## src/rtl/rsa_pkg.sv

```systemverilog
// Shared types and helpers for the RSA result collector: state encoding,
// index-width helper and the signed saturation function.
package rsa_pkg;

  typedef enum logic [1:0] {
    ST_IDLE  = 2'd0,
    ST_FILL  = 2'd1,
    ST_DRAIN = 2'd2
  } coll_state_e;

  localparam int SAT_W     = 64;
  localparam int IDX_W_MIN = 1;

  function automatic int idx_w(input int n);
    return (n > 1) ? $clog2(n) : IDX_W_MIN;
  endfunction

  function automatic logic signed [SAT_W-1:0] sat_signed(
    input logic signed [SAT_W-1:0] value,
    input int                      in_w,
    input int                      out_w
  );
    logic signed [SAT_W-1:0] max_v;
    logic signed [SAT_W-1:0] min_v;
    max_v = (64'sd1 <<< (out_w - 1)) - 64'sd1;
    min_v = -max_v - 64'sd1;
    if (out_w >= in_w) begin
      sat_signed = value;
    end else if (value > max_v) begin
      sat_signed = max_v;
    end else if (value < min_v) begin
      sat_signed = min_v;
    end else begin
      sat_signed = value;
    end
  endfunction

endpackage

```

## src/rtl/rsa_sat.sv

```systemverilog
// Combinational signed saturator from IN_W to OUT_W bits (pass-through when OUT_W >= IN_W).
module rsa_sat
  import rsa_pkg::*;
#(
  parameter int IN_W  = 9,
  parameter int OUT_W = 8
) (
  input  logic [IN_W-1:0]  din,
  output logic [OUT_W-1:0] dout
);

  assign dout = OUT_W'(sat_signed(SAT_W'($signed(din)), IN_W, OUT_W));

endmodule

```

## src/rtl/rsa_out_collector.sv

```systemverilog
// Buffers one X*Y RSA result frame and replays it over valid/ready with (row,col) tags.
// Optional K-tile accumulation is enabled by defining RSA_COLLECT_ACC_EN.
module rsa_out_collector
  import rsa_pkg::*;
#(
  parameter int X       = 3,
  parameter int Y       = 3,
  parameter int OUT_LEN = 8,
  parameter int RES_LEN = 8
) (
  input  logic                 clk,
  input  logic                 sys_rst,
  input  logic                 in_val,
  input  logic [OUT_LEN-1:0]   in_data,
`ifdef RSA_COLLECT_ACC_EN
  input  logic                 acc_last,
`endif
  output logic                 res_val,
  input  logic                 res_rdy,
  output logic [RES_LEN-1:0]   res_data,
  output logic [idx_w(X)-1:0]  res_row,
  output logic [idx_w(Y)-1:0]  res_col,
  output logic                 frame_done,
  output logic                 ovf_err,
  output logic                 busy
);

  localparam int N  = X * Y;
  localparam int RW = idx_w(X);
  localparam int CW = idx_w(Y);
  localparam int AW = idx_w(N);
  localparam logic [AW-1:0] LAST_IDX = AW'(N - 1);
  localparam logic [RW-1:0] LAST_ROW = RW'(X - 1);
  localparam logic [CW-1:0] LAST_COL = CW'(Y - 1);

  coll_state_e        state_r;
  logic [AW-1:0]      wr_cnt_r;
  logic [RW-1:0]      row_r;
  logic [CW-1:0]      col_r;
  logic [OUT_LEN-1:0] buf_mem_r [N];
  logic               res_val_r;
  logic [RES_LEN-1:0] res_data_r;
  logic               frame_done_r;
  logic               ovf_err_r;

  logic [AW-1:0]      wr_idx_s;
  logic               wr_en_s;
  logic               frame_end_s;
  logic               go_drain_s;
  logic [OUT_LEN-1:0] wr_val_s;
  logic               xfer_s;
  logic               last_xfer_s;
  logic [RW-1:0]      nxt_row_s;
  logic [CW-1:0]      nxt_col_s;
  logic [AW-1:0]      rd_idx_s;
  logic [OUT_LEN-1:0] rd_src_s;
  logic [RES_LEN-1:0] res_sat_s;

  assign wr_idx_s    = (state_r == ST_IDLE) ? '0 : wr_cnt_r;
  assign wr_en_s     = in_val && (state_r != ST_DRAIN);
  assign frame_end_s = wr_en_s && (wr_idx_s == LAST_IDX);
  assign xfer_s      = res_val_r && res_rdy;
  assign last_xfer_s = xfer_s && (row_r == LAST_ROW) && (col_r == LAST_COL);

`ifdef RSA_COLLECT_ACC_EN
  logic               acc_first_r;
  logic               acc_last_r;
  logic               acc_last_eff_s;
  logic [OUT_LEN:0]   acc_sum_s;
  logic [OUT_LEN-1:0] acc_sat_s;

  // The acc_last of a one-beat frame has not been latched yet, so use the live pin.
  assign acc_last_eff_s = (state_r == ST_IDLE) ? acc_last : acc_last_r;
  assign go_drain_s     = frame_end_s && acc_last_eff_s;
  assign acc_sum_s      = {in_data[OUT_LEN-1], in_data}
                        + {buf_mem_r[wr_idx_s][OUT_LEN-1], buf_mem_r[wr_idx_s]};
  assign wr_val_s       = acc_first_r ? in_data : acc_sat_s;

  rsa_sat #(.IN_W(OUT_LEN + 1), .OUT_W(OUT_LEN)) u_acc_sat (
    .din  (acc_sum_s),
    .dout (acc_sat_s)
  );

  // Tracks whether the next frame overwrites or accumulates, and its acc_last.
  always_ff @(posedge clk) begin
    if (sys_rst) begin
      acc_first_r <= 1'b1;
      acc_last_r  <= 1'b0;
    end else begin
      if (state_r == ST_IDLE && in_val) acc_last_r <= acc_last;
      if (last_xfer_s) begin
        acc_first_r <= 1'b1;
      end else if (frame_end_s && !go_drain_s) begin
        acc_first_r <= 1'b0;
      end
    end
  end
`else
  assign go_drain_s = frame_end_s;
  assign wr_val_s   = in_data;
`endif

  // Read pointer for the result presented after the coming edge.
  always_comb begin
    nxt_row_s = row_r;
    nxt_col_s = col_r;
    if (state_r != ST_DRAIN) begin
      nxt_row_s = '0;
      nxt_col_s = '0;
    end else if (xfer_s) begin
      if (col_r == LAST_COL) begin
        nxt_col_s = '0;
        nxt_row_s = row_r + RW'(1);
      end else begin
        nxt_col_s = col_r + CW'(1);
        nxt_row_s = row_r;
      end
    end else begin
      nxt_row_s = row_r;
      nxt_col_s = col_r;
    end
  end

  assign rd_idx_s = AW'(int'(nxt_row_s) * Y + int'(nxt_col_s));
  // Bypass covers a frame whose last write lands on the first read slot.
  assign rd_src_s = (wr_en_s && (wr_idx_s == rd_idx_s)) ? wr_val_s : buf_mem_r[rd_idx_s];

  rsa_sat #(.IN_W(OUT_LEN), .OUT_W(RES_LEN)) u_out_sat (
    .din  (rd_src_s),
    .dout (res_sat_s)
  );

  // Collector FSM, buffer writes and registered result port.
  always_ff @(posedge clk) begin
    if (sys_rst) begin
      state_r      <= ST_IDLE;
      wr_cnt_r     <= '0;
      row_r        <= '0;
      col_r        <= '0;
      res_val_r    <= 1'b0;
      res_data_r   <= '0;
      frame_done_r <= 1'b0;
      ovf_err_r    <= 1'b0;
      for (int i = 0; i < N; i++) buf_mem_r[i] <= '0;
    end else begin
      frame_done_r <= 1'b0;
      if (wr_en_s) buf_mem_r[wr_idx_s] <= wr_val_s;
      case (state_r)
        ST_IDLE, ST_FILL: begin
          if (in_val) begin
            if (frame_end_s) begin
              wr_cnt_r <= '0;
              if (go_drain_s) begin
                state_r    <= ST_DRAIN;
                res_val_r  <= 1'b1;
                res_data_r <= res_sat_s;
              end else begin
                state_r <= ST_IDLE;
              end
            end else begin
              wr_cnt_r <= wr_idx_s + AW'(1);
              state_r  <= ST_FILL;
            end
          end
        end
        ST_DRAIN: begin
          if (in_val) ovf_err_r <= 1'b1;
          if (last_xfer_s) begin
            state_r      <= ST_IDLE;
            res_val_r    <= 1'b0;
            row_r        <= '0;
            col_r        <= '0;
            frame_done_r <= 1'b1;
          end else if (xfer_s) begin
            row_r      <= nxt_row_s;
            col_r      <= nxt_col_s;
            res_data_r <= res_sat_s;
          end
        end
        default: begin
          state_r   <= ST_IDLE;
          res_val_r <= 1'b0;
        end
      endcase
    end
  end

  assign res_val    = res_val_r;
  assign res_data   = res_data_r;
  assign res_row    = row_r;
  assign res_col    = col_r;
  assign frame_done = frame_done_r;
  assign ovf_err    = ovf_err_r;
  assign busy       = (state_r != ST_IDLE);

endmodule

```

## config.mk

```make
export PLATFORM = sky130hd
export DESIGN_NAME = rsa_out_collector
export DESIGN_NICKNAME = d
export VERILOG_FILES = /design/src/rtl/rsa_pkg.sv /design/src/rtl/rsa_sat.sv /design/src/rtl/rsa_out_collector.sv
export SDC_FILE = /design/constraint.sdc
export NUM_CORES = 1
export LEC_CHECK = 0
export BUFFER_PORTS_ARGS = -buffer_cell sky130_fd_sc_hd__buf_2
export CORE_ASPECT_RATIO = 2
export CORE_MARGIN = 5
export CORE_UTILIZATION = 55
export CTS_CLUSTER_SIZE = 14
export DETAILED_ROUTE_END_ITERATION = 16
export PLACE_DENSITY = 0.72
export SYNTH_ARGS = -nofsm -noshare
export SYNTH_HDL_FRONTEND = slang
export SYNTH_HIERARCHICAL = 1
export SYNTH_SLANG_ARGS = --single-unit
```

## constraint.sdc

```tcl
create_clock -name clk -period 8.3 [get_ports clk]
set_input_delay 0.415 -clock clk [delete_from_list [all_inputs] [get_ports clk]]
set_output_delay 0.415 -clock clk [all_outputs]
set_load 0.02 [all_outputs]
```

==> results of run 1 <==
==> per-layer routing <==
| metal | share of wire | wire, um |
|---|---|---|
| met1 | 0.34 | 5250 |
| met2 | 0.55 | 8483 |
| met3 | 0.046 | 708 |
| met4 | 0.058 | 894 |
| met5 | 0 | 0 |
==> sequential cells by signal (all words and copies together), names as in the netlist <==
register    flops
buf_mem_r     128
frame_done      1
ovf_err         1
res_col         2
res_data        8
res_row         2
res_val         1
state_r         2
wr_cnt_r        4
==> stage by stage <==
| step | hold WS [ns] | setup slack [ns] | instance area (um^2) |
|---|---|---|---|
| floorplan | 0.4793 | 4.063 | 6903 |
| global placement | 0.4788 | 3.240 | 7086 |
| detailed placement | 0.4887 | 3.098 | 7086 |
| CTS | 0.3390 | 3.093 | 7702 |
| global route | 0.3690 | 2.753 | 7702 |
| finish | 0.3530 | 3.095 | 7702 |
==> placed cells by master, fill, tap and decap left out, types with 3 or more instances in the layout <==
master and count:
buf_2 27, dfxtp_1 21, nor2_1 43, mux2i_1 48, buf_4 4, mux4_2 11, inv_1 7, clkinv_4 4
edfxtp_1 128, and2_1 73, or2_2 8, mux2_4 7, a22oi_1 3, nand2b_1 3, a22o_1 5, nor3_1 8
clkbuf_16 17, nor2b_1 11, ha_1 7, nand3_1 6, a21oi_1 16, a221oi_1 13, nand2_1 19, bufinv_16 4
o21ai_0 6, clkbuf_1 3, a211oi_1 7
==> worst paths after layout <==
path | endpoint | cells past startpoint
max reg2reg | res_data[6] | 14
min | state_r[0] | 3
min reg2reg | wr_cnt_r[1] | 2
max | res_data[6] | 14
==> report_power, final <==
group          internal, mW  switching, mW
combinational        0.0234         0.0433
sequential            0.826        0.00596
clock                 0.504          0.297
==> cell usage after synthesis, drive strengths merged (2+ instances only) <==
cell type	n	area [um^2]
a22o	5	43.79
a211oi	7	52.55
a221oi	14	140.1
nor3	8	40.04
xnor2	2	17.52
nand2	21	93.84
inv	9	38.79
o21ai	6	30.03
mux2	8	116.4
ha	7	87.58
mux4	11	247.7
edfxtp	128	3844
nor2b	11	68.82
nand2b	3	18.77
or2	9	56.31
clkbuf	13	48.80
and2	73	456.7
dfxtp	21	420.4
mux2i	48	480.5
buf	18	123.9
nor3b	2	15.01
a21oi	16	80.08
fa	2	40.04
a21o	2	15.01
nor2	44	172.7
nand3	6	30.03
a22oi	3	22.52
==> logic make-up after synthesis <==
kind of cell | count (synthesis)
multiplexers | 67
adder cells (fa/ha/maj) | 9
AO/OA/AOI/OAI | 60
flip-flops | 149
buffers and inverters | 40
AND/OR/NAND/NOR | 181
XOR/XNOR | 3
==> worst reg2reg max path, stage by stage, from the launching register on <==
cell and delay (ns):
dfxtp_1 0.47, nor2b_1 0.53, o211ai_1 0.31, fa_1 0.52, inv_1 0.07, ha_1 0.14, inv_1 0.05, fa_2 1.16
buf_4 0.52, a21o_1 0.14, nand2_1 0.05, or4_4 0.58, mux2_4 0.33, mux2i_1 0.14, nor2_1 0.05
==> layout make-up <==
class | count | area (um^2) | area share
clock buffers | 20 | 436.7 | 0.05669
flip-flops and latches | 149 | 4264 | 0.5536
multi-input cells | 320 | 2430 | 0.3155
well taps | 150 | 187.7 | 0.02437
clock inverters | 12 | 180.2 | 0.02339
repair buffers | 31 | 165.2 | 0.02144
inverters | 9 | 38.79 | 0.005036
==> impl_results.md, run 1 <==
- Fin util: 0.6171
- Met2 GRT Util: 0.3852
- Cell count after placement: 659
- Ys flop type: edfxtp_1
- Core area: around 12000 um^2
- Layout cell share with drive strength beyond 1: 0.1738
- Routed len/inst: 22.19 um
- Pwr dens: 220.8 nW/um^2
- Min cycle time layout: 5.205 ns
- Max Fclk: between 150 and 200 MHz
- Register-to-register path setup slack: 3.09 ns
- Initial Util: 0.5530
- Die footprint: 15030 um^2
- Worst Hold Class: primary input to flop
- I/O Pins: 28
- Antenna Violating Nets Remaining: 0
- Final nets: 549
- Largest family of logic cells by synthesized area: simple AND/OR/NAND/NOR gates
- DRT Pass-1 Iters: 4
- Hold_buf cts: 0
- Post-synthesis mux area share: 0.1223
- Sequential area share after synthesis: 0.6177
- Family with the most delay on the worst path: adder cells
- Netlist cell types: 48
- Post-CTS Setup Inserts: 0
- P&R area growth vs syn: 11.58%
- First-pass GRT wire length: 23.96 mm
- Crit path launch type: flop
- Longest Clk Path Bufs: 2
- Fraction of registers with async set/reset: 0
- CP Class: flop to flop
- Antenna cells: 0
- DP Wirelength: between 10 and 15 mm
- Syn. warnings: 6
- Max-Cap Viols: 0
- Min-delay src: in_val
- Antenna violations before repair: 0
- TNS Setup: 0 ns
- Slowest cell on crit path: fa_2
- Die Y: 168.4 um
- Final worst-path cycle share: 0.6271
- WP buf/inv: 3
- CP endpoint kind: flop
- Final hold violations: 0
- RSZ-0062 raised after global routing: false
- GP Congestion: about 0.9
- GRT Max-Usage Layer: met2
- Netlist area before placement: 6903 um^2
- Status: finished, final reports clean
- Syn_nets: 530
- Clock skew: 0.007424 ns
- Vias in the first global route: 4409
- Leak pwr: 3.068 nW
- Worst Tran Pin Value: 1.179 ns
- GR Util met1: 0.2345
- Grt total ovfl: 0
- Mapped Cells: ~500
- Post-Syn Area per Cell: 13.56 um^2
- Via count: 4080
- Largest net degree at the start of global routing: 38
- Yosys reg bits: 149
- Simple-Gate Fraction of Synth Area: 0.1428
- WP data arrival: 5.49 ns
- CTS clk-pin slew, worst paths: 0.06 ns
- Met3 usage: 0.04407
- Drt drc: 0
- CP peak stage delay: about 1.2 ns
- # rows: 58
- Width of the die: 89.22 um
- CP startpoint: state_r[1]
- Slew headroom: 0.2078
- Root Buffer: clkbuf_16
- CP dominant cell by count: inv_1
- Post-CTS Resized: 0
- Clk sinks: 149
- Startpoint of the worst register-to-register path: state_r[1]
- Post-synthesis xor/xnor area fraction: 0.003806
- Total power: 1.701 mW
- Fill cell count: between 900 and 1000
- Cell Chain, Critical Path: nor2b_1 -> o211ai_1 -> fa_1 -> inv_1 -> ha_1 -> inv_1 -> fa_2 -> buf_4 -> a21o_1 -> nand2_1 -> or4_4 -> mux2_4 -> mux2i_1 -> nor2_1
- H-tree depth: 4
- Clk_lat worst skew: 0.42 ns
- TritonCTS clock tree: done
- Cts bufs inserted: 17
- Number of synthesized flops with an enable pin: 128
- Post-synthesis adder-cell area fraction: 0.01849
- DRT Wirelength: approximately 15 mm
- Final Slew Violations: 0
- Worst-path maximum fanout: 37
- Number of vias per cell: 5.904
- Post-route insts no fill: 691
- Setup violations, final: 0
- CP required: 8.58 ns
- I/O Buffers: 27
- Worst VDD drop: 0.0001532 V
- Aggregate global-route resource usage: 0.2208
- Drt initial violations: 328
- Compound-gate portion of the synthesized area: 0.06417
Note: power is estimated with default switching activity, not from simulation.
==> inputs of run 2 (changes only) <==
Settings changed: ABC_AREA from default to 1.
Clock period 8.3 ns to 5.41 ns, I/O delays scaled along.
==> run 2 against run 1 <==
Compared with the run above:
- clock-buffer cell count fell by 2
- area after synthesis rose by 4.8%
- core utilization up 0.079 points
- highest routed layer unchanged
==> impl_results.md, run 2 <==
- H-tree depth: 4
- Area contributors post-synth: edfxtp_1, nand2_1, nor2_1, dfxtp_1, nand3_1
- CP required: 5.73 ns
- Core area: 12990 um^2
- Min cycle time layout: around 4.3 ns
- Slew headroom: 0.4144
- TNS Setup: 0 ns
- Worst VDD drop: 0.0002585 V
- Root Buffer: clkbuf_16
- Max Fclk: around 230 MHz
- Top cells by count, synth: nand2_1, edfxtp_1, nor2_1
- Final hold violations: 0
- Longest Clk Path Bufs: 2
- Final nets: 860
- Count leader, synth: nand2_1
- WP data arrival: 4.61 ns
- Ys flop type: edfxtp_1
- Max-Cap Viols: 0
- I/O Pins: 28
- Post-route cell area: around 8000 um^2
- Min-delay src: in_data[1]
- Placed instance area: 7413 um^2
- Fraction of registers with async set/reset: 0
- Antenna cells: 0
- Startpoint of the worst register-to-register path: res_row[0]
- Number of vias per cell: 5.606
- Number of synthesized flops with an enable pin: 128
- Largest net degree at the start of global routing: 66
- CP Class: flop to flop
- Antenna violations before repair: 0
- Max FFs per register: 128
- Hold_buf cts: 0
- Clk_lat worst skew: 0.42 ns
- # rows: 59
- Worst Hold Class: primary input to flop
- DRT Pass-1 Iters: 7
- Pwr dens: 326.1 nW/um^2
- GP Congestion: 0.9308
- RSZ-0062 raised after global routing: false
- Clk sinks: 149
- Most frequent cells in the layout: nand2_1, edfxtp_1, nor2_1
- Final Slew Violations: 0
- Final worst-path cycle share: 0.7940
- Syn_nets: ~840
- Fill cell count: 1106
- Clock skew: 0.007162 ns
- P&R area growth vs syn: 11.00%
- Routed len/inst: 18.55 um
- Leak pwr: 3.487 nW
- Drt drc: 0
- TritonCTS clock tree: done
- Cts bufs inserted: 17
- Netlist area before placement: 7232 um^2
- Post-CTS Resized: 0
- Initial Util: 0.5566
- DRT Wirelength: 18.63 mm
- Layout cell share with drive strength beyond 1: 0.1033
- Sequential area share after synthesis: 0.5896
- Die Y: 172.2 um
- Post-Syn Area per Cell: 8.787 um^2
- Yosys top cell by area: edfxtp_1
- CP endpoint kind: flop
- Most common cell after layout, fill and taps aside: nand2_1
- Worst Tran Pin Value: 0.8752 ns
- First-pass GRT wire length: 29.75 mm
- Reg area: approximately 4300 um^2
- Via count: about 5600
- Aggregate global-route resource usage: 0.2493
- Netlist cell types: 29
- Mapped Cells: slightly above 800
- Crit path launch type: flop
- Width of the die: around 91 um
- I/O Buffers: 27
- Post-CTS Setup Inserts: 0
- Multi-input gate area: 2407 um^2
- Register-to-register path setup slack: 1.11 ns
- Worst-path maximum fanout: 18
- Antenna Violating Nets Remaining: 0
- CP startpoint: res_row[0]
- Setup violations, final: 0
- Synth top area share: 0.5315
- Top reg by flops: buf_mem_r
- Grt total ovfl: 0
- Die footprint: 15680 um^2
- Syn. warnings: 6
- Vias in the first global route: between 5000 and 6000
- Drt initial violations: roughly 500
- CTS clk-pin slew, worst paths: 0.06 ns
- Status: finished, final reports clean
- DP Wirelength: ~13 mm
- Yosys reg bits: 149
- Total power: 2.618 mW
run 2: changes by cell type in the layout (fill, tap and decap cells not counted), sizes merged, moves of 9 or more:
cell / delta
nor2b: -11
nand4: +16
a221oi: -14
or2: -9
inv: +77
mux4: -11
nor2: +78
mux2i: -48
and2: -73
nand3: +62
nand2: +268
clkinv: +15
run 2: worst paths after layout:
check,end,depth (start not counted)
setup / recovery,res_data[5],22
hold / removal,buf_mem_r[13][1],1
setup reg to reg,res_data[5],22
hold reg to reg,ovf_err,1
run 2: logic make-up after synthesis:
family,share of synthesized area
simple gates,0.2915
flops,0.5896
buf+inv,0.07785
compound gates,0.02094
fa+ha+maj,0.01765
xor+xnor,0.002423
run 2: layout make-up:
class                      count  share of cell area
tap                          152             0.02369
timing repair buffer          33             0.02244
inverter                      99             0.04629
clock inverter                14             0.02307
multi-input combinational    539              0.2999
clock buffer                  18             0.05346
sequential                   149              0.5312
run 2: power by group:
| group | switching, mW | leakage (nW) | internal (mW) |
|---|---|---|---|
| clock network | 0.465 | 0.299 | 0.768 |
| registers | 0.00776 | 1.42 | 1.27 |
| logic | 0.0828 | 1.77 | 0.0252 |
| total | 0.556 | 3.49 | 2.06 |
run 2: worst max-delay path: stages, from the launching register on:
cell and delay, ns:
dfxtp_1 0.39, inv_1 0.07, ha_1 0.30, inv_1 0.06
nor3_1 0.05, nor3_1 0.25, inv_1 0.14, fa_1 0.47
inv_1 0.07, ha_1 0.15, inv_1 0.05, fa_1 0.94
clkinv_1 0.22, nand2_1 0.12, nand2_1 0.09, nor2_4 0.21
nand3_4 0.15, nand2_1 0.10, nand2_1 0.06, inv_1 0.06
nand4_1 0.09, nand2_1 0.08, nor2_1 0.06
run 2: stage by stage:
| stage | hold WS, ns | setup slack, ns | utilization | std cells |
|---|---|---|---|---|
| final | 0.1810 | 1.114 | 0.6179 | 1004 |
| after global routing | 0.1886 | 0.7751 | 0.6179 | 1004 |
| after global placement | 0.4458 | 1.344 | 0.5706 | 972 |
| after floorplan | 0.3490 | 1.678 | - | 823 |
| after detailed placement | 0.4503 | 1.220 | 0.5706 | 972 |
| after CTS | 0.1675 | 1.140 | 0.6179 | 1004 |
run 2: layer usage:
layer,wire (um),share of wire,GRT usage,vias to the layer above
li1,-,-,-,2661
met1,6377,0.34,0.2585,2650
met2,10040,0.54,0.4604,241
met3,1070,0.057,0.03831,76
met4,1140,0.061,0.1590,0
met5,0,0,0,-
==> inputs of run 3 (changes only) <==
Clock period 5.41 ns to 4 ns, I/O delays scaled along.
==> run 3 against run 2 <==
Compared with the run above:
- combinational power grew 32%
- first-iteration DRC count shrank 1.2%
- non-clock buffer count grew 4
- global-route usage shrank 1.4 points
- sequential share of layout area is essentially flat
- clock skew grew 0.0031 ns
- via count shrank 1.7%
- critical path depth grew 1
- design area is essentially flat
- critical path type unchanged
- largest power group unchanged
==> impl_results.md, run 3 (same netlist as run 2, synthesis figures left out) <==
- Clock skew: 0.01024 ns
- I/O Buffers: 27
- Most frequent cells in the layout: nand2_1, edfxtp_1, nor2_1
- Layout cell share with drive strength beyond 1: 0.1132
- Multi-input gate area: 2431 um^2
- Final hold violations: 0
- Antenna violations before repair: 0
- CP required: about 4.3 ns
- Die footprint: between 15000 and 20000 um^2
- Grt total ovfl: 0
- GP Congestion: between 0.9 and 1
- Final nets: about 870
- Via count: 5531
- Number of vias per cell: 5.482
- Fill cell count: 1118
- WP data arrival: 4.03 ns
- Reg area: 4267 um^2
- Combinational share of power: 0.042
- CP endpoint kind: flop
- First-pass GRT wire length: 28.52 mm
- Clock network fraction of total power: 0.451
- Antenna Violating Nets Remaining: 0
- I/O Pins: 28
- P_sw: 0.7422 mW
- P&R area growth vs syn: 11.09%
- Max-Cap Viols: 0
- DRT Wirelength: 17.60 mm
- Drt initial violations: 496
- Power Internal: 2.663 mW
- Longest Clk Path Bufs: 2
- Routed len/inst: 17.44 um
- Crit path launch type: flop
- H-tree depth: 4
- # rows: 59
- Worst Tran Pin Value: 0.9243 ns
- Cell count after placement: between 900 and 1000
- Drt drc: 0
- Max FFs per register: 128
- Min cycle time layout: 3.710 ns
- Initial Util: 0.5566
- TritonCTS clock tree: done
- Top reg by flops: buf_mem_r
- Net Sw Frac: 0.2180
- Slew headroom: 0.3815
- DP Wirelength: 12.33 mm
- Pwr dens: roughly 420 nW/um^2
- CTS clk-pin slew, worst paths: approximately 0.06 ns
- Setup violations, final: 0
- Core area: 12990 um^2
- Die Y: 172.2 um
- Worst Hold Class: primary input to flop
- Leak pwr: 3.480 nW
- Seq pwr share: 0.507
- CP Class: flop to flop
- Cts bufs inserted: 17
- DRT Pass-1 Iters: 5
- Clk_lat worst skew: 0.43 ns
- Aggregate global-route resource usage: 0.2353
- Vias in the first global route: 5677
- Root Buffer: clkbuf_16
- Status: finished, final reports clean
- Final worst-path cycle share: 0.9275
- Worst-path maximum fanout: 17
- Width of the die: 91.09 um
- Fin util: 0.6184
- Max Fclk: 269.5 MHz
- Largest net degree at the start of global routing: 66
- Post-route insts no fill: between 1000 and 1500
- Clk sinks: 149
- Worst VDD drop: 0.0003496 V
- Antenna cells: 0
- WHS: 0.1106 ns
- Most common cell after layout, fill and taps aside: nand2_1
- Final Slew Violations: 0
[run 3: layout make-up]
cell class,count,area share
Sequential cell,149,0.5311
Multi-Input combinational cell,540,0.3026
Clock buffer,19,0.05389
Inverter,99,0.04625
Timing Repair Buffer,37,0.02616
Tap cell,152,0.02367
Clock inverter,13,0.01635
[run 3: repair_timing]
| action | CTS | global route |
|---|---|---|
| setup endpoints to repair | 0 | 8 |
| gates resized for setup | 0 | 7 |
| buffers inserted | 0 | 1 |
| hold buffers | 0 | 0 |
[run 3: critical path: stages, from the launching register on]
cell      delay (ns)
dfxtp_2         0.36
inv_1           0.05
ha_1            0.29
inv_1           0.08
nor3_1          0.06
nor3_1          0.20
inv_1           0.14
fa_1            0.46
inv_1           0.07
ha_1            0.13
inv_1           0.04
fa_1            0.51
clkinv_1        0.06
buf_4           0.20
nand2_1         0.09
nand2_1         0.11
nor2_4          0.20
nand3_4         0.13
nand2_1         0.09
nand2_1         0.05
inv_1           0.05
nand4_1         0.09
nand2_1         0.09
nor2_1          0.06
[run 3: per-stage QoR]
step | area, um^2 | power, mW | worst slack [ns] | setup TNS, ns
after global routing | 8034 | 3.498 | -0.04174 | -0.07012
after detailed placement | 7436 | 1.898 | 0.2189 | 0
final | 8034 | 3.405 | 0.2900 | 0
after CTS | 8000 | 3.409 | 0.2097 | 0
after floorplan | 7232 | 1.853 | 0.2679 | 0
after global placement | 7436 | 1.893 | 0.3934 | 0
[run 3: worst paths after layout]
path,slack (ns),to,cells past startpoint,from
worst max-delay path,0.29,res_data[5],23,res_row[0]
worst min-delay path,0.11,res_row[0],2,sys_rst
worst max register to register,0.29,res_data[5],23,res_row[0]
worst min register to register,0.46,ovf_err,1,ovf_err
[run 3: metal layers]
metal	vias up	global-route usage	routed length, um
met5	-	0	0
met4	0	0.1309	884
met3	58	0.04179	926
met2	199	0.4393	9596
met1	2596	0.2445	6194
li1	2678	-	-
[run 3: power by group through the flow]
stage	sequential [mW]	combinational [mW]	clock (mW)
after floorplan	1.76	0.0975	0
after global placement	1.76	0.137	0
after detailed placement	1.76	0.139	0
after CTS	1.73	0.141	1.54
after global routing	1.73	0.159	1.61
final	1.73	0.143	1.54
